===== src/rtl/elastic_pipeline_stage.sv =====
// In-order elastic buffer of DEPTH address/ID entries: adds stage_offset on entry, flushes by ID or all, forwards flush one cycle later.
// Latency 1 cycle when empty; out_stall is registered-state only (full), no combinational path from in_stall.
module elastic_pipeline_stage #(
    parameter int ADDR_W = 16,
    parameter int ID_W   = 4,
    parameter int DEPTH  = 2,
    parameter int CNT_W  = $clog2(DEPTH + 1)
) (
    input  logic              clk,
    input  logic              reset,
    input  logic [ADDR_W-1:0] stage_offset,
    input  logic [ADDR_W-1:0] in_address,
    input  logic [ID_W-1:0]   in_id,
    input  logic              in_valid,
    output logic              out_stall,
    input  logic              in_flush,
    input  logic [ID_W-1:0]   in_flush_id,
    input  logic              in_flush_all,
    output logic [ADDR_W-1:0] out_address,
    output logic [ID_W-1:0]   out_id,
    output logic              out_valid,
    input  logic              in_stall,
    output logic              out_flush,
    output logic [ID_W-1:0]   out_flush_id,
    output logic              out_flush_all,
    output logic [CNT_W-1:0]  occupancy
);

    generate
        if (DEPTH < 2 || DEPTH > 16) begin : g_bad_depth
            $error("elastic_pipeline_stage: DEPTH must be in the range 2..16");
        end
    endgenerate

    localparam logic [CNT_W-1:0] FULL_CNT = CNT_W'(DEPTH);

    logic [ADDR_W-1:0] addr_q [DEPTH];
    logic [ADDR_W-1:0] addr_d [DEPTH];
    logic [ID_W-1:0]   id_q   [DEPTH];
    logic [ID_W-1:0]   id_d   [DEPTH];
    logic [CNT_W-1:0]  cnt_q;
    logic [CNT_W-1:0]  cnt_d;

    logic              flush_q;
    logic [ID_W-1:0]   flush_id_q;
    logic              flush_all_q;

    // Intermediate view after pop and push, before flush/compaction
    logic [ADDR_W-1:0] stg_addr [DEPTH];
    logic [ID_W-1:0]   stg_id   [DEPTH];
    logic [CNT_W-1:0]  stg_cnt;
    logic [CNT_W-1:0]  stg_cnt_push;
    logic [CNT_W-1:0]  keep_cnt;
    logic [ADDR_W-1:0] push_addr;
    logic              push;
    logic              pop;
    logic              hit;

    assign out_valid     = (cnt_q != '0);
    assign out_stall     = (cnt_q == FULL_CNT);
    assign out_address   = addr_q[0];
    assign out_id        = id_q[0];
    assign occupancy     = cnt_q;
    assign out_flush     = flush_q;
    assign out_flush_id  = flush_id_q;
    assign out_flush_all = flush_all_q;

    always_comb begin
        push      = in_valid && !out_stall;
        pop       = out_valid && !in_stall;
        push_addr = in_address + stage_offset;
        hit       = 1'b0;

        for (int i = 0; i < DEPTH - 1; i++) begin
            stg_addr[i] = pop ? addr_q[i+1] : addr_q[i];
            stg_id[i]   = pop ? id_q[i+1]   : id_q[i];
        end
        stg_addr[DEPTH-1] = pop ? '0 : addr_q[DEPTH-1];
        stg_id[DEPTH-1]   = pop ? '0 : id_q[DEPTH-1];
        stg_cnt           = cnt_q - CNT_W'(pop);

        for (int i = 0; i < DEPTH; i++) begin
            if (push && (CNT_W'(i) == stg_cnt)) begin
                stg_addr[i] = push_addr;
                stg_id[i]   = in_id;
            end
        end
        stg_cnt_push = stg_cnt + CNT_W'(push);

        // Survivors are packed toward the head; unused slots stay zero so an empty head reads 0
        for (int i = 0; i < DEPTH; i++) begin
            addr_d[i] = '0;
            id_d[i]   = '0;
        end
        keep_cnt = '0;
        for (int i = 0; i < DEPTH; i++) begin
            hit = in_flush && (in_flush_all || (stg_id[i] == in_flush_id));
            if ((CNT_W'(i) < stg_cnt_push) && !hit) begin
                for (int j = 0; j < DEPTH; j++) begin
                    if (CNT_W'(j) == keep_cnt) begin
                        addr_d[j] = stg_addr[i];
                        id_d[j]   = stg_id[i];
                    end
                end
                keep_cnt = keep_cnt + CNT_W'(1);
            end
        end
        cnt_d = keep_cnt;
    end

    always_ff @(posedge clk or posedge reset) begin
        if (reset) begin
            for (int i = 0; i < DEPTH; i++) begin
                addr_q[i] <= '0;
                id_q[i]   <= '0;
            end
            cnt_q       <= '0;
            flush_q     <= 1'b0;
            flush_id_q  <= '0;
            flush_all_q <= 1'b0;
        end else begin
            for (int i = 0; i < DEPTH; i++) begin
                addr_q[i] <= addr_d[i];
                id_q[i]   <= id_d[i];
            end
            cnt_q       <= cnt_d;
            flush_q     <= in_flush;
            flush_id_q  <= in_flush_id;
            flush_all_q <= in_flush_all;
        end
    end

endmodule

===== config.mk =====
export PLATFORM = sky130hd
export DESIGN_NAME = elastic_pipeline_stage
export DESIGN_NICKNAME = d
export VERILOG_FILES = /design/src/rtl/elastic_pipeline_stage.sv
export SDC_FILE = /design/constraint.sdc
export NUM_CORES = 1
export LEC_CHECK = 0
export CELL_PAD_IN_SITES_DETAIL_PLACEMENT = 0
export CELL_PAD_IN_SITES_GLOBAL_PLACEMENT = 1
export CORE_UTILIZATION = 41
export DETAILED_ROUTE_END_ITERATION = 6
export DONT_BUFFER_PORTS = 1
export PLACE_DENSITY = 0.74
export RECOVER_POWER = 25
export SYNTH_ARGS = -nofsm -noshare
export SYNTH_HDL_FRONTEND = slang
export SYNTH_SLANG_ARGS = --single-unit

===== constraint.sdc =====
create_clock -name clk -period 3.7 [get_ports clk]
set_input_delay 0.555 -clock clk [delete_from_list [all_inputs] [get_ports clk]]
set_output_delay 0.555 -clock clk [all_outputs]
set_load 0.01 [all_outputs]

==> results of run 1 <==
==> sequential cells by signal (all words and copies together), names as in the netlist <==
| name | cells |
|---|---|
| out_id | 4 |
| out_address | 16 |
| out_flush_id | 4 |
| addr_q | 16 |
| occupancy | 2 |
| out_flush_all | 1 |
| id_q | 4 |
| out_flush | 1 |
==> cell type report <==
class | count | area (um2) | share of cell area, %
Multi-Input combinational cell | 337 | 2090 | 57.2
Timing Repair Buffer | 12 | 103 | 2.80
Inverter | 7 | 26.3 | 0.717
Sequential cell | 48 | 1200 | 32.8
Clock inverter | 2 | 35.0 | 0.957
Clock buffer | 6 | 72.6 | 1.98
Tap cell | 105 | 131 | 3.59
==> power breakdown <==
part           leakage, nW  total [mW]  internal, mW  switching [mW]
clock network       0.0552       0.376         0.201           0.175
logic                0.889        1.26         0.452           0.810
registers            0.640       0.770         0.640           0.131
total                 1.58        2.41          1.29            1.12
==> kinds of logic (layout without fill, tap and decap cells) <==
logic type               after synthesis  count (layout)  synth area share (%)
AO/OA/AOI/OAI                        118             118                  23.2
multiplexers                           8               8                  2.26
flip-flops                            48              48                  33.4
adder cells (fa/ha/maj)               17              17                  6.12
AND/OR/NAND/NOR                      180             180                  23.2
buffers and inverters                 52              27                  8.45
XOR/XNOR                              14              14                  3.41
==> final timing paths <==
check	to	start	slack [ns]
worst max register to register	out_address[5]	occupancy[0]	0.52
min in group asynchronous	occupancy[0]	reset	0.76
worst min register to register	addr_q[10]	addr_q[10]	0.57
worst min-delay path	out_flush_all	in_flush_all	0.28
worst max-delay path	out_address[5]	occupancy[0]	0.52
max in group asynchronous	out_address[5]	reset	1.84
==> per-layer routing <==
layer,vias to the layer above,global-route usage (%)
met3,10,4.07
met4,0,6.47
li1,1498,-
met1,1422,28.8
met2,105,33.4
met5,-,0
==> synthesized netlist by cell type (3+ instances only) <==
library cell,number
buf_4,22
o21ai_1,10
xor2_1,9
a311oi_1,5
nor2_1,36
a211oi_1,8
xnor2_1,5
clkbuf_1,11
a21o_1,4
nand2_1,73
a32o_1,4
dfrtp_1,48
o211a_1,4
o211ai_1,6
o21ai_0,24
a21oi_1,17
mux2i_1,7
o31ai_1,3
or2_2,3
ha_1,16
nand3_1,35
inv_1,7
a31oi_1,10
buf_2,9
nor2b_1,7
and3_1,6
nor3_1,4
a41oi_1,4
nand2b_1,3
==> worst reg2reg max path: stages (launching register included) <==
cell	delay [ns]
dfrtp_1	0.51
o21bai_4	0.17
inv_1	0.07
ha_1	0.32
nand2b_1	0.23
o311ai_0	0.59
a221oi_1	0.18
a221oi_2	0.32
a31oi_4	0.18
and2b_1	0.25
a32o_1	0.24
==> through the flow <==
step,setup slack [ns],utilization [%],std cells,hold WS [ns],cell area (um2)
floorplan,0.420,-,437,0.518,3600
global placement,0.613,42.6,509,0.544,3550
detailed placement,0.610,42.6,509,0.553,3550
CTS,0.567,43.9,517,0.265,3660
global route,0.305,43.9,517,0.262,3660
finish,0.522,43.9,517,0.276,3660
==> layout by cell type, fill, tap and decap left out, types with 3 or more instances in the layout <==
cell type and instances:
nand2_1 73, dfrtp_1 48, nor2_1 36, nand3_1 35
o21ai_0 24, a21oi_1 17, ha_1 16, buf_4 11
a31oi_1 10, o21ai_1 10, xor2_1 9, a211oi_1 8
inv_1 7, nor2b_1 7, mux2i_1 7, o211ai_1 6
and3_1 6, a311oi_1 5, xnor2_1 5, clkbuf_8 5
o211a_1 4, nor3_1 4, a41oi_1 4, a21o_1 4
a32o_1 4, nand2b_1 3, or2_2 3, o31ai_1 3
==> metrics, run 1 <==
htree depth 2; final hold violations 0; Worst-Skew Late Latency around 0.30 ns; status complete, but fails checks; post-detail-place hpwl between 6 and 7 mm; min Tclk post-route about 3.2 ns; post-synth top area share roughly a third; Slew Viols, Final a little under 50; CP arrival roughly 3.4 ns; Largest delay share family, worst path compound AO/OA/AOI/OAI gates; DR WL met2 around 4.2 mm; Peak VDD IR between 0.2 and 0.25 mV; Chip Height 95.7 um; nets@finish between 400 and 500; YS warnings 0; Worst-Margin Slew ~1.9 ns; Mapped Area approximately 3600 um2; Total Power approximately 2.4 mW; CTS Hold Bufs 0; Leak 1.58 nW; first-pass GRT wire length between 10 and 15 mm; slowest stage cell, crit path o311ai_0; Worst EP required slightly below 4 ns; Bufs and invs on worst path 1; total power divided by cell area roughly 660 nW/um2; gr usage total a little over a fifth; Seq cells post-synth 48; top_reg_cell synth dfrtp_1; Via density around 5.9; failing checks capacitance limit, slew limit; number of diodes 0; initial antenna violation count 0; wire length on met3 ~660 um; post-synth top area cell dfrtp_1; Initial DRC Count around 140; CORE AREA ~8300 um2; Post-synth EDFFs 0; hold crit path type primary input to flip-flop; post-CTS sizing 0; asr flop ratio synth 100%; syn nets 500; area grow syn2layout 1.77%; max cap viols 1; Startpoint Class flip-flop; Sink Count 48; setup bufs post-CTS 0; setup_tns 0 ns; vias in the first global route between 2,000 and 3,000; Setup-failing EPs final 0; CTS tree built; DR pass1 iterations 5; top layer in use met4; fraction of final layout cells sized beyond drive strength 1 between 7 and 8%; max incr delay on CP roughly 0.59 ns; clock buffer depth 2; synthesized instance count between 400 and 500; Starting Density 43.1%; final WL approximately 9 mm; CTS root buffer clkbuf_8; crit path kind flip-flop to flip-flop; CP Depth 10; wire per inst 17.9 um; critical-path maximum fanout 9; sequential area share after synthesis roughly 33%; Crit. End Element flip-flop; antenna viol nets, final 0; via count ~3,000; fmax about 0.31 GHz; PortBufs 0; io pins 76; CP Cell Sequence o21bai_4 > inv_1 > ha_1 > nand2b_1 > o311ai_0 > a221oi_1 > a221oi_2 > a31oi_4 > and2b_1 > a32o_1; worst r2r path cells 10; ranking of synthesized cells by area dfrtp_1 33%, nand2_1 7.6%, ha_1 5.6%; Metal-1 WL between 4 and 5 mm; RD Place Congestion between 0.8 and 0.9; Synth cell types 58; max_slew headroom -26.3%; hold path depth 0; Syn Area/Cell about 8.2 um2; Die X-Extent between 90 and 100 um; die area 9160 um2; Clock Skew approximately 0.007 ns; DR DRC count 0; RSZ-0062 raised after global routing false; final-layout fill cell count 859; Num CTS Buffers 5; cell row count 33; largest net degree at the start of global routing 49; Final Cycle Share a little under nine tenths; clock-pin slew on the worst setup and hold paths roughly 0.09 ns; gr ovfl total 0
(Power assumes the default switching activity.)
==> run 2: changes to the inputs <==
--- a/config.mk
+++ b/config.mk
@@ -10,6 +10,7 @@
 export CORE_UTILIZATION = 41
 export DETAILED_ROUTE_END_ITERATION = 6
 export DONT_BUFFER_PORTS = 1
+export MAX_ROUTING_LAYER = met4
 export PLACE_DENSITY = 0.74
 export RECOVER_POWER = 25
 export SYNTH_ARGS = -nofsm -noshare
==> run 2 against run 1 <==
The flow still finishes with violations (capacitance limit, slew limit). Cell count is the same. First-iteration DRC count is 2.2% lower. Sequential share of layout area is the same. Combinational power about the same. Die area unchanged. Critical path depth unchanged.
==> metrics, run 2 (synthesis gave the netlist of run 1 again) <==
Starting Density 43.1%; vias in the first global route between 2,000 and 3,000; Clock Skew 0.00843 ns; final-layout fill cell count about 860; CTS root buffer clkbuf_8; commonest non-fill, non-tap cell in the layout nand2_1; PortBufs 0; Startpoint Class flip-flop; RSZ-0062 raised after global routing false; fmax about 0.32 GHz; CTS Hold Bufs 0; Worst-Margin Slew around 1.9 ns; max_slew headroom -24.0%; failing checks capacitance limit, slew limit; Slew Viols, Final 49; setup bufs post-CTS 0; first-pass GRT wire length 14.6 mm; min Tclk post-route 3.16 ns; CP startpoint occupancy[0]; Num CTS Buffers 5; Peak VDD IR between 0.2 and 0.25 mV; switching share of power between 40% and 50%; design area between 3000 and 4000 um2; setup_tns 0 ns; via count 3,020; RD Place Congestion roughly 0.87; DP Area roughly 3600 um2; Switch Pwr 1.11 mW; Worst-Skew Late Latency around 0.3 ns; gr ovfl total 0; fraction of final layout cells sized beyond drive strength 1 under 10%; clock buffer depth 2; CP arrival between 3 and 4 ns; Hold Path Sink out_flush_all; hold path depth 0; most frequent cells in the layout 73 x nand2_1, 48 x dfrtp_1, 36 x nor2_1; status complete, but fails checks; launch point of the worst reg-to-reg path occupancy[0]; wire per inst around 18 um; crit path kind flip-flop to flip-flop; Reg2Reg Setup Slack between 0.5 and 0.6 ns; Leak around 1.6 nW; Final Cycle Share between 80% and 90%; max cap viols 1; final WL between 9 and 10 mm; antenna viol nets, final 0; Seq pwr share ~32%; io pins 76; htree depth 2; Die X-Extent ~96 um; utilization after layout 43.9%; M2 GR Usage about 34%; P_int roughly 1.3 mW; worst hold start in_flush_all; worst r2r path cells 10; Comb pwr share a little over half; Initial DRC Count roughly 130; nets@finish 474; area grow syn2layout 1.77%; Chip Height roughly 96 um; DR DRC count 0; met1 usage ~29%; critical-path maximum fanout 9; Via density slightly below 6; die area between 9000 and 10,000 um2; GR Layer Usage met3 about 4.0%; Clock power frac 15.7%; Critical R2R Capture out_address[5]; total power divided by cell area between 600 and 700 nW/um2; DR pass1 iterations 4; CTS tree built; cell row count 33; final hold violations 0; CORE AREA ~8300 um2; largest net degree at the start of global routing 49; number of diodes 0; post-detail-place hpwl about 6.5 mm; gr usage total around 22%; Worst EP required 3.89 ns; grt peak-use layer met2; Setup-failing EPs final 0; Crit. End Element flip-flop; post-CTS sizing 0; Sink Count 48; hold crit path type primary input to flip-flop; initial antenna violation count 0; clock-pin slew on the worst setup and hold paths roughly 0.09 ns
==> run 2: cell counts in the layout (fill, tap and decap cells not counted) <==
Identical to the previous run, type by type.
==> run 2: worst max-delay path by stage <==
stage,end,slack (ns),cells after the start
finish,out_address[5],0.54,10
global placement,out_address[5],0.61,10
detailed placement,out_address[5],0.61,10
global route,addr_q[15],0.30,11
CTS,out_address[5],0.57,10
floorplan,out_address[11],0.42,12
==> run 2: power groups by stage <==
stage | clock (mW) | combinational [mW] | sequential [mW]
3_3_place_gp | 0 | 1.25 | 0.781
6_report | 0.378 | 1.26 | 0.770
4_1_cts | 0.390 | 1.27 | 0.773
5_1_grt | 0.414 | 1.40 | 0.788
3_5_place_dp | 0 | 1.26 | 0.784
2_1_floorplan | 0 | 1.11 | 0.702
==> run 2: area by class of cell <==
type                            instances  area (um2)  share of cell area (%)
Inverter                                7        26.3                   0.717
Timing Repair Buffer                   12         103                    2.80
Clock inverter                          2        35.0                   0.957
Multi-Input combinational cell        337        2090                    57.2
Sequential cell                        48        1200                    32.8
Clock buffer                            6        72.6                    1.98
Tap cell                              105         131                    3.59
==> run 2: metal layers <==
metal / part of all wire [%] / vias to the layer above
li1: - / 1499
met1: 45 / 1421
met2: 46 / 92
met3: 7.6 / 8
met4: 1.4 / 0
met5: 0 / -
==> run 2: critical path, stage by stage, from the launching register on <==
cell and delay (ns):
dfrtp_1 0.51, o21bai_4 0.17, inv_1 0.07, ha_1 0.32, nand2b_1 0.23, o311ai_0 0.57
a221oi_1 0.18, a221oi_2 0.32, a31oi_4 0.18, and2b_1 0.25, a32o_1 0.23
==> run 2: through the flow <==
stage | setup slack [ns] | std cells | total power [mW] | hold slack, ns
after global placement | 0.613 | 509 | 2.03 | 0.544
after CTS | 0.567 | 517 | 2.43 | 0.265
after floorplan | 0.420 | 437 | 1.82 | 0.518
after global routing | 0.305 | 517 | 2.60 | 0.260
final | 0.545 | 517 | 2.41 | 0.274
after detailed placement | 0.610 | 509 | 2.04 | 0.553
==> run 3: changes to the inputs <==
--- a/config.mk
+++ b/config.mk
@@ -5,7 +5,7 @@
 export SDC_FILE = /design/constraint.sdc
 export NUM_CORES = 1
 export LEC_CHECK = 0
-export CELL_PAD_IN_SITES_DETAIL_PLACEMENT = 0
+export CELL_PAD_IN_SITES_DETAIL_PLACEMENT = 1
 export CELL_PAD_IN_SITES_GLOBAL_PLACEMENT = 1
 export CORE_UTILIZATION = 41
 export DETAILED_ROUTE_END_ITERATION = 6
@@ -13,6 +13,8 @@
 export MAX_ROUTING_LAYER = met4
 export PLACE_DENSITY = 0.74
 export RECOVER_POWER = 25
+export REMOVE_ABC_BUFFERS = 1
+export SKIP_CTS_REPAIR_TIMING = 1
 export SYNTH_ARGS = -nofsm -noshare
 export SYNTH_HDL_FRONTEND = slang
 export SYNTH_SLANG_ARGS = --single-unit
==> run 3 against run 2 <==
The flow still finishes with violations (capacitance limit, slew limit). Hold slack worse by 0.013 ns. Maximum frequency shrank 3.8%. Core utilization fell by 0.40 points. Flip-flop and latch count unchanged. Via count is 3.8% higher. Clock-buffer cell count grew 1. Largest cell class unchanged.
==> metrics, run 3 (synthesis gave the netlist of run 1 again) <==
CP Cell Sequence o21bai_4 > inv_1 > ha_1 > and3b_1 > buf_4 > o211a_1 > nor4_2 > a31oi_4 > and2b_1 > a32o_1; via count between 3,000 and 4,000; Final Non-Filler Cells 516; DR DRC count 0; fraction of final layout cells sized beyond drive strength 1 around 7.5%; Starting Density 43.1%; DP Area approximately 3500 um2; Worst-Margin Slew 1.84 ns; Hold Path Sink out_flush_id[0]; Final Cycle Share 88.7%; min Tclk post-route 3.28 ns; launch point of the worst reg-to-reg path occupancy[0]; cell row count 33; Bufs and invs on worst path 2; crit path kind flip-flop to flip-flop; Sink Count 48; failing checks capacitance limit, slew limit; clock-pin slew on the worst setup and hold paths 0.09 ns; CORE AREA around 8300 um2; RSZ-0062 raised after global routing false; htree depth 2; Chip Height between 90 and 100 um; Crit. End Element flip-flop; Reg2Reg Setup Slack 0.42 ns; area grow syn2layout 0.834%; io pins 76; final-layout fill cell count between 1,000 and 1,500; Peak VDD IR 0.236 mV; fmax between 0.3 and 0.4 GHz; max_slew headroom -22.9%; Leak around 1.6 nW; Clock Skew roughly 0.0057 ns; CTS root buffer clkbuf_8; number of diodes 0; hold crit path type primary input to flip-flop; status complete, but fails checks; Initial DRC Count 145; WHS between 0.2 and 0.3 ns; placed cells roughly 510; slowest stage cell, crit path dfrtp_1; final hold violations 0; PortBufs 0; Total Power between 2 and 2.5 mW; critical-path maximum fanout 17; Worst-Skew Late Latency ~0.31 ns; vias in the first global route 3,166; DR pass1 iterations 4; Via density about 6.1; Startpoint Class flip-flop; gr usage total 23.5%; worst hold start in_flush_id[0]; Multi-input gate area around 2100 um2; largest net degree at the start of global routing roughly 50; most frequent cells in the layout 73 x nand2_1, 48 x dfrtp_1, 36 x nor2_1; wire per inst roughly 19 um; Num CTS Buffers 5; initial antenna violation count 0; Reg area around 1200 um2; commonest non-fill, non-tap cell in the layout nand2_1; Critical R2R Capture out_address[13]; first-pass GRT wire length 15.9 mm; antenna viol nets, final 0; gr ovfl total 0; hold path depth 0; Die X-Extent roughly 96 um; post-detail-place hpwl 7.01 mm; worst r2r path cells 10; clock buffer depth 2; final WL around 10 mm; max cap viols 1; Worst EP required between 3 and 4 ns; total power divided by cell area around 660 nW/um2; Slew Viols, Final just under 50; Setup-failing EPs final 0; Largest delay share family, worst path compound AO/OA/AOI/OAI gates; RD Place Congestion a little under 0.8; CTS tree built; max incr delay on CP roughly 0.53 ns; CP arrival 3.48 ns; design area about 3600 um2; nets@finish 473; die area approximately 9200 um2
[run 3: cell types whose count changed in the layout (fill, tap and decap cells not counted), sizes merged]
cell,delta
clkinvlp,+1
bufinv,-1
clkbuf,+1
buf,-1
clkinv,-1
[run 3: stage by stage]
stage          utilization (%)  TNS, ns  setup slack (ns)
2_1_floorplan                -   -12.98            -0.401
3_3_place_gp              42.4        0             0.504
3_5_place_dp              42.4        0             0.460
4_1_cts                   43.5        0             0.417
5_1_grt                   43.5        0             0.250
6_report                  43.5        0             0.419
[run 3: cell type report]
type	instances	area share, %
multi-input combinational	337	57.7
sequential	48	33.1
tap	105	3.62
clock buffer	7	2.38
timing repair buffer	11	2.28
inverter	7	0.724
clock inverter	1	0.207
[run 3: per-layer routing]
| layer | routed length [um] | share of wire (%) | up-vias | GRT usage [%] |
|---|---|---|---|---|
| li1 | - | - | 1493 | - |
| met4 | 144 | 1.4 | 0 | 6.22 |
| met1 | 4580 | 46 | 1554 | 29.4 |
| met2 | 4760 | 48 | 76 | 39.3 |
| met3 | 487 | 4.9 | 11 | 3.75 |
| met5 | 0 | 0 | - | - |
[run 3: worst max-delay path by stage]
| stage | startpoint | to | slack, ns | cells after the start |
|---|---|---|---|---|
| floorplan | occupancy[1] | addr_q[11] | -0.40 | 9 |
| global placement | stage_offset[0] | out_address[14] | 0.50 | 9 |
| detailed placement | occupancy[0] | out_address[13] | 0.46 | 10 |
| CTS | occupancy[0] | out_address[13] | 0.42 | 10 |
| global route | occupancy[0] | out_address[0] | 0.25 | 11 |
| finish | occupancy[0] | out_address[13] | 0.42 | 10 |
[run 3: power breakdown]
part	total, mW	switching (mW)	internal, mW
clock	0.341	0.188	0.152
sequential	0.775	0.136	0.640
combinational	1.27	0.834	0.437
[run 3: worst reg2reg max path, cell delays in order (launching register included)]
cell and delay [ns]:
dfrtp_1 0.53, o21bai_4 0.18, inv_1 0.08, ha_1 0.34, and3b_1 0.36, buf_4 0.31
o211a_1 0.21, nor4_2 0.06, a31oi_4 0.49, and2b_1 0.34, a32o_1 0.26
==> variant 1 (config.mk and constraints of run 3) <==
Set the parameter `DEPTH` to 4 (it was 2).
--- a/src/rtl/elastic_pipeline_stage.sv
+++ b/src/rtl/elastic_pipeline_stage.sv
@@ -4,5 +4,5 @@
     parameter int ADDR_W = 16,
     parameter int ID_W   = 4,
-    parameter int DEPTH  = 2,
+    parameter int DEPTH  = 4,
     parameter int CNT_W  = $clog2(DEPTH + 1)
 ) (
Interface: changed (resized occupancy); port bits go from 76 to 77. No check against the original RTL was run, so the function may have changed too.
==> variant 1 against run 3 <==
The flow finishes with violations (max-capacitance violations, max-slew violations, negative setup slack). Critical path type unchanged. Critical endpoint is now addr_q[7]$_DFF_PP0_. Design area rose by 140%. Sequential cell count rose by 41. First-iteration DRC count grew to 3.8 times the old value. Fmax is 22% lower. Clock power grew to 2.7 times the old value. Global-route usage up 9.5 points. Worst hold slack worse by 0.047 ns. Wire length increased to 2.9 times the old value. Utilization up 9.0 points. Power increased to 4.0 times the old value. Area after synthesis grew 97%. Clock skew increased by 0.0045 ns. Worst setup slack worse by 0.91 ns.
==> variant 1: results (changes against run 3) <==
INFO  metric maxCapViolations = 1 (unchanged)
INFO  metric status = complete, but fails checks
INFO  metric postLayoutSetupSlackWorst = -0.486 ns (-0.905 ns)
INFO  metric final_max_slew_viol_count = 39 (-20%)
INFO  metric failing_checks = max-capacitance violations, max-slew violations, negative setup slack
INFO  metric grt_pass1_wl = 43.6 mm (+170%)
INFO  metric power_leakage = 3.78 nW (+140%)
INFO  metric synth.yosys.seq_area_share = 0.314 (-0.0201)
INFO  metric report.power.total = 9.57 mW (+300%)
INFO  metric termination_of_the_worst_setup_path = addr_q[7]$_DFF_PP0_
INFO  metric fillers = 1980 (+96%)
INFO  metric peakVddDrop = 0.821 mV (+250%)
INFO  metric clockPowerShare = 0.095 (-0.048)
INFO  metric total_setup_violations_reported_at_the_end_of_the_flow = 82 (+82)
INFO  metric dpl-instance-area = 7890 sq um (+120%)
INFO  metric htree_levels = 3 (+1)
INFO  metric worst-r2r-cell-count = 20 (+10)
INFO  metric netlist_top_cells_count = sky130_fd_sc_hd__nand2_1, sky130_fd_sc_hd__dfrtp_1, sky130_fd_sc_hd__a21oi_1, sky130_fd_sc_hd__nor2_1
INFO  metric nets = 996 (+110%)
INFO  metric cts_inserted_buffers = 9 (+4)
INFO  metric maximum_number_of_pins_on_one_net_before_global_route_repair = 62 (+27%)
INFO  metric number_of_detailed_route_iterations_in_the_first_pass = 5 (+1)
INFO  metric whs = 0.213 ns (-0.0474 ns)
INFO  metric total_net_switching_power = 4.83 mW (+320%)
INFO  metric first_global_vias = 7701 (+140%)
INFO  metric worst_hold_startpoint = in_flush_id[3]
INFO  metric clkTransAtPathRegs = 0.07 ns (-0.02 ns)
## variant 1: cell count changes in the layout (fill, tap and decap cells not counted), moves of 14 or more
cell / change
sky130_fd_sc_hd__nor2_1: +19
sky130_fd_sc_hd__and3_1: +17
sky130_fd_sc_hd__mux2i_1: +28
sky130_fd_sc_hd__dfrtp_1: +41
sky130_fd_sc_hd__o32ai_2: +15
sky130_fd_sc_hd__nand2b_1: +15
sky130_fd_sc_hd__buf_4: +91
sky130_fd_sc_hd__o22ai_1: +14
sky130_fd_sc_hd__o211ai_1: +26
sky130_fd_sc_hd__a21oi_1: +48
sky130_fd_sc_hd__nand2_1: +80
## variant 1: layer usage
metal  vias to the layer above  GRT usage  share of wire  routed length, um
met3                        72     0.0479          0.053               1560
li1                       3305          -              -                  -
met2                       296      0.553           0.51              14800
met5                         -          -              0                  0
met1                      3757      0.390           0.41              11900
met4                         0      0.148          0.031                900
## variant 1: final cells by class
cell class,instances,area share
repair buffers,122,0.124
inverters,13,0.00626
well taps,220,0.0313
multi-input cells,691,0.553
clock inverters,5,0.00455
flip-flops and latches,89,0.253
clock buffers,11,0.0276
## variant 1: cell families after synthesis
family | count (synthesis) | share of synthesized area
AOI/OAI and AO/OA | 257 | 0.247
xor gates and xnor gates | 28 | 0.0345
adders and majority gates | 24 | 0.0433
buffers and inverters | 99 | 0.0678
DFF | 89 | 0.314
muxes | 48 | 0.0685
and+or+nand+nor | 334 | 0.226
## variant 1: per-stage QoR
stage	setup WS (ns)	std cells	TNS (ns)	utilization
after global routing	-0.629	1151	-38.90	0.525
after floorplan	-4.19	793	-319.22	-
after detailed placement	-0.835	1120	-59.90	0.471
after CTS	-0.874	1136	-62.92	0.488
after global placement	-0.549	1120	-39.30	0.471
final	-0.486	1151	-29.01	0.525
## variant 1: critical path, cell delays in order (launching register included)
cell and delay (ns):
sky130_fd_sc_hd__dfrtp_1 0.39, sky130_fd_sc_hd__nor3_2 0.22, sky130_fd_sc_hd__or2_4 0.17, sky130_fd_sc_hd__inv_4 0.04, sky130_fd_sc_hd__ha_4 0.15, sky130_fd_sc_hd__ha_4 0.17, sky130_fd_sc_hd__xnor2_4 0.23, sky130_fd_sc_hd__nand4_1 0.15
sky130_fd_sc_hd__buf_6 0.19, sky130_fd_sc_hd__mux2i_4 0.19, sky130_fd_sc_hd__xor2_1 0.22, sky130_fd_sc_hd__nand4_1 0.25, sky130_fd_sc_hd__nand2_2 0.19, sky130_fd_sc_hd__ha_4 0.23, sky130_fd_sc_hd__or3_1 0.36, sky130_fd_sc_hd__o21ai_1 0.11
sky130_fd_sc_hd__ha_2 0.19, sky130_fd_sc_hd__o211ai_1 0.15, sky130_fd_sc_hd__buf_4 0.21, sky130_fd_sc_hd__buf_12 0.13, sky130_fd_sc_hd__o22ai_1 0.15
==> variant 2 (settings of run 3) <==
Without the edit above. Take the reset off `flush_id_q` and load it in a clocked block of its own.
--- a/src/rtl/elastic_pipeline_stage.sv
+++ b/src/rtl/elastic_pipeline_stage.sv
@@ -117,5 +117,4 @@
             cnt_q       <= '0;
             flush_q     <= 1'b0;
-            flush_id_q  <= '0;
             flush_all_q <= 1'b0;
         end else begin
@@ -126,8 +125,11 @@
             cnt_q       <= cnt_d;
             flush_q     <= in_flush;
-            flush_id_q  <= in_flush_id;
             flush_all_q <= in_flush_all;
         end
     end
 
+    always_ff @(posedge clk) begin
+        flush_id_q <= in_flush_id;
+    end
+
 endmodule
Function: changed (Yosys sat finds a counterexample within 4 cycles, from zero or initial values and one cycle with reset high).
==> variant 2 against run 3 <==
The run still ends with max-capacitance violations, max-slew violations left. Worst setup slack improved by 0.090 ns. First-iteration DRC count decreased by 23%. Power increased by 1.6%. Utilization about the same. Design area about the same. Sequential share of layout area decreased by 0.56 points. Sequential power decreased by 0.6%. Worst hold slack improved by 0.0089 ns. Clock power increased by 13%. Sequential cell count unchanged. Fmax increased by 2.8%. Wire length decreased by 1.5%. Area after synthesis decreased by 0.56%. Largest cell class unchanged.
==> variant 2: results (changes against run 3) <==
INFO  metric nets = 474 (+0.21%)
INFO  metric drive_gt1_frac = 0.0777 (+0.00224)
INFO  metric peakVddDrop = 0.237 mV (+0.52%)
INFO  metric post_drt_via_cell_ratio = 6.15 (+1.3%)
INFO  metric grt_pass1_wl = 16.0 mm (+0.96%)
INFO  metric failing_checks = max-capacitance violations, max-slew violations
INFO  metric first_global_vias = 3257 (+2.9%)
INFO  metric drtIter0Drc = 112 (-23%)
INFO  metric drt-wirelength-per-cell = 19.0 um (-1.7%)
INFO  metric netlist_top_cells_count = sky130_fd_sc_hd__nand2_1, sky130_fd_sc_hd__dfrtp_1, sky130_fd_sc_hd__nor2_1, sky130_fd_sc_hd__nand3_1, sky130_fd_sc_hd__o21ai_0
INFO  metric final_max_slew_viol_count = 45 (-8.2%)
INFO  metric cp.arrival = 3.38 ns (-0.10 ns)
INFO  metric synth.top_cells.by_area = sky130_fd_sc_hd__dfrtp_1, sky130_fd_sc_hd__nand2_1, sky130_fd_sc_hd__ha_1
INFO  metric synth_cell_type_count = 59 (+1.7%)
INFO  metric timing.critical_path.fanout_max = 16 (-1)
INFO  metric worst_clock_skew = 0.0107 ns (+0.00493 ns)
INFO  metric place.gp.congestion = 0.817 (+2.8%)
INFO  metric power_leakage = 1.57 nW (+0.25%)
INFO  metric synth.yosys.seq_area_share = 0.330 (-0.00373)
INFO  metric worst-r2r-setup-slack = 0.51 ns (+0.09 ns)
INFO  metric status = complete, but fails checks
INFO  metric fillers = 1016 (+0.79%)
INFO  metric dominant_delay_contributor_by_cell_family_on_the_critical_path = simple AND/OR/NAND/NOR gates
INFO  metric maxCapViolations = 1 (unchanged)
INFO  metric post_layout_nonfiller_instances = 517 (+0.19%)
INFO  metric gr-usage-all-layers = 0.234 (about the same)
INFO  metric post-dp-hpwl = 6.93 mm (-1.0%)
variant 2: changes by cell type after synthesis, sizes merged:
cell	delta
dfrtp	-4
dfxtp	+4
variant 2: metrics by stage:
stage	total power, mW	hold WS, ns	setup slack [ns]
finish	2.43	0.269	0.509
global route	2.61	0.250	0.273
CTS	2.44	0.263	0.516
detailed placement	2.05	0.555	0.470
global placement	2.00	0.542	0.548
floorplan	1.62	0.518	-0.401
variant 2: cells by family (layout without fill, tap and decap cells):
family | after synthesis | count (layout) | share of synthesized area
muxes | 8 | 8 | 0.0227
DFF | 48 | 48 | 0.330
AOI/OAI and AO/OA | 118 | 118 | 0.233
xor gates and xnor gates | 14 | 14 | 0.0343
buffers and inverters | 52 | 27 | 0.0850
adders and majority gates | 17 | 17 | 0.0615
and+or+nand+nor | 180 | 180 | 0.234
variant 2: cell type report:
type | count | area, sq um | area share
clock buffer | 6 | 72.6 | 0.0200
clock inverter | 2 | 35.0 | 0.00965
inverter | 7 | 26.3 | 0.00724
multi-input combinational | 337 | 2090 | 0.577
sequential | 48 | 1180 | 0.325
tap | 105 | 131 | 0.0362
timing repair buffer | 12 | 90.1 | 0.0248
variant 2: path summary, 6_finish.rpt:
check,startpoint,to,cells after the start
worst min register to register,addr_q[4]$_DFF_PP0_,addr_q[4]$_DFF_PP0_,2
worst max register to register,occupancy[0]$_DFF_PP0_,addr_q[9]$_DFF_PP0_,12
worst max-delay path,occupancy[0]$_DFF_PP0_,addr_q[9]$_DFF_PP0_,12
worst min-delay path,in_flush_id[3],out_flush_id[3]$_DFF_P_,0
min in group asynchronous,reset,occupancy[1]$_DFF_PP0_,1
max in group asynchronous,reset,occupancy[0]$_DFF_PP0_,1
variant 2: power breakdown:
part | total [mW] | internal [mW] | switching (mW) | leakage [nW]
clock network | 0.387 | 0.201 | 0.186 | 0.0552
logic | 1.27 | 0.441 | 0.827 | 0.884
registers | 0.770 | 0.639 | 0.131 | 0.627
variant 2: per-layer routing:
layer	part of all wire	global-route usage	routed length (um)	vias to the layer above
met5	0	-	0	-
met4	0.018	0.0821	176	0
met3	0.054	0.0470	534	16
met2	0.48	0.392	4740	84
met1	0.45	0.281	4370	1583
li1	-	-	-	1498
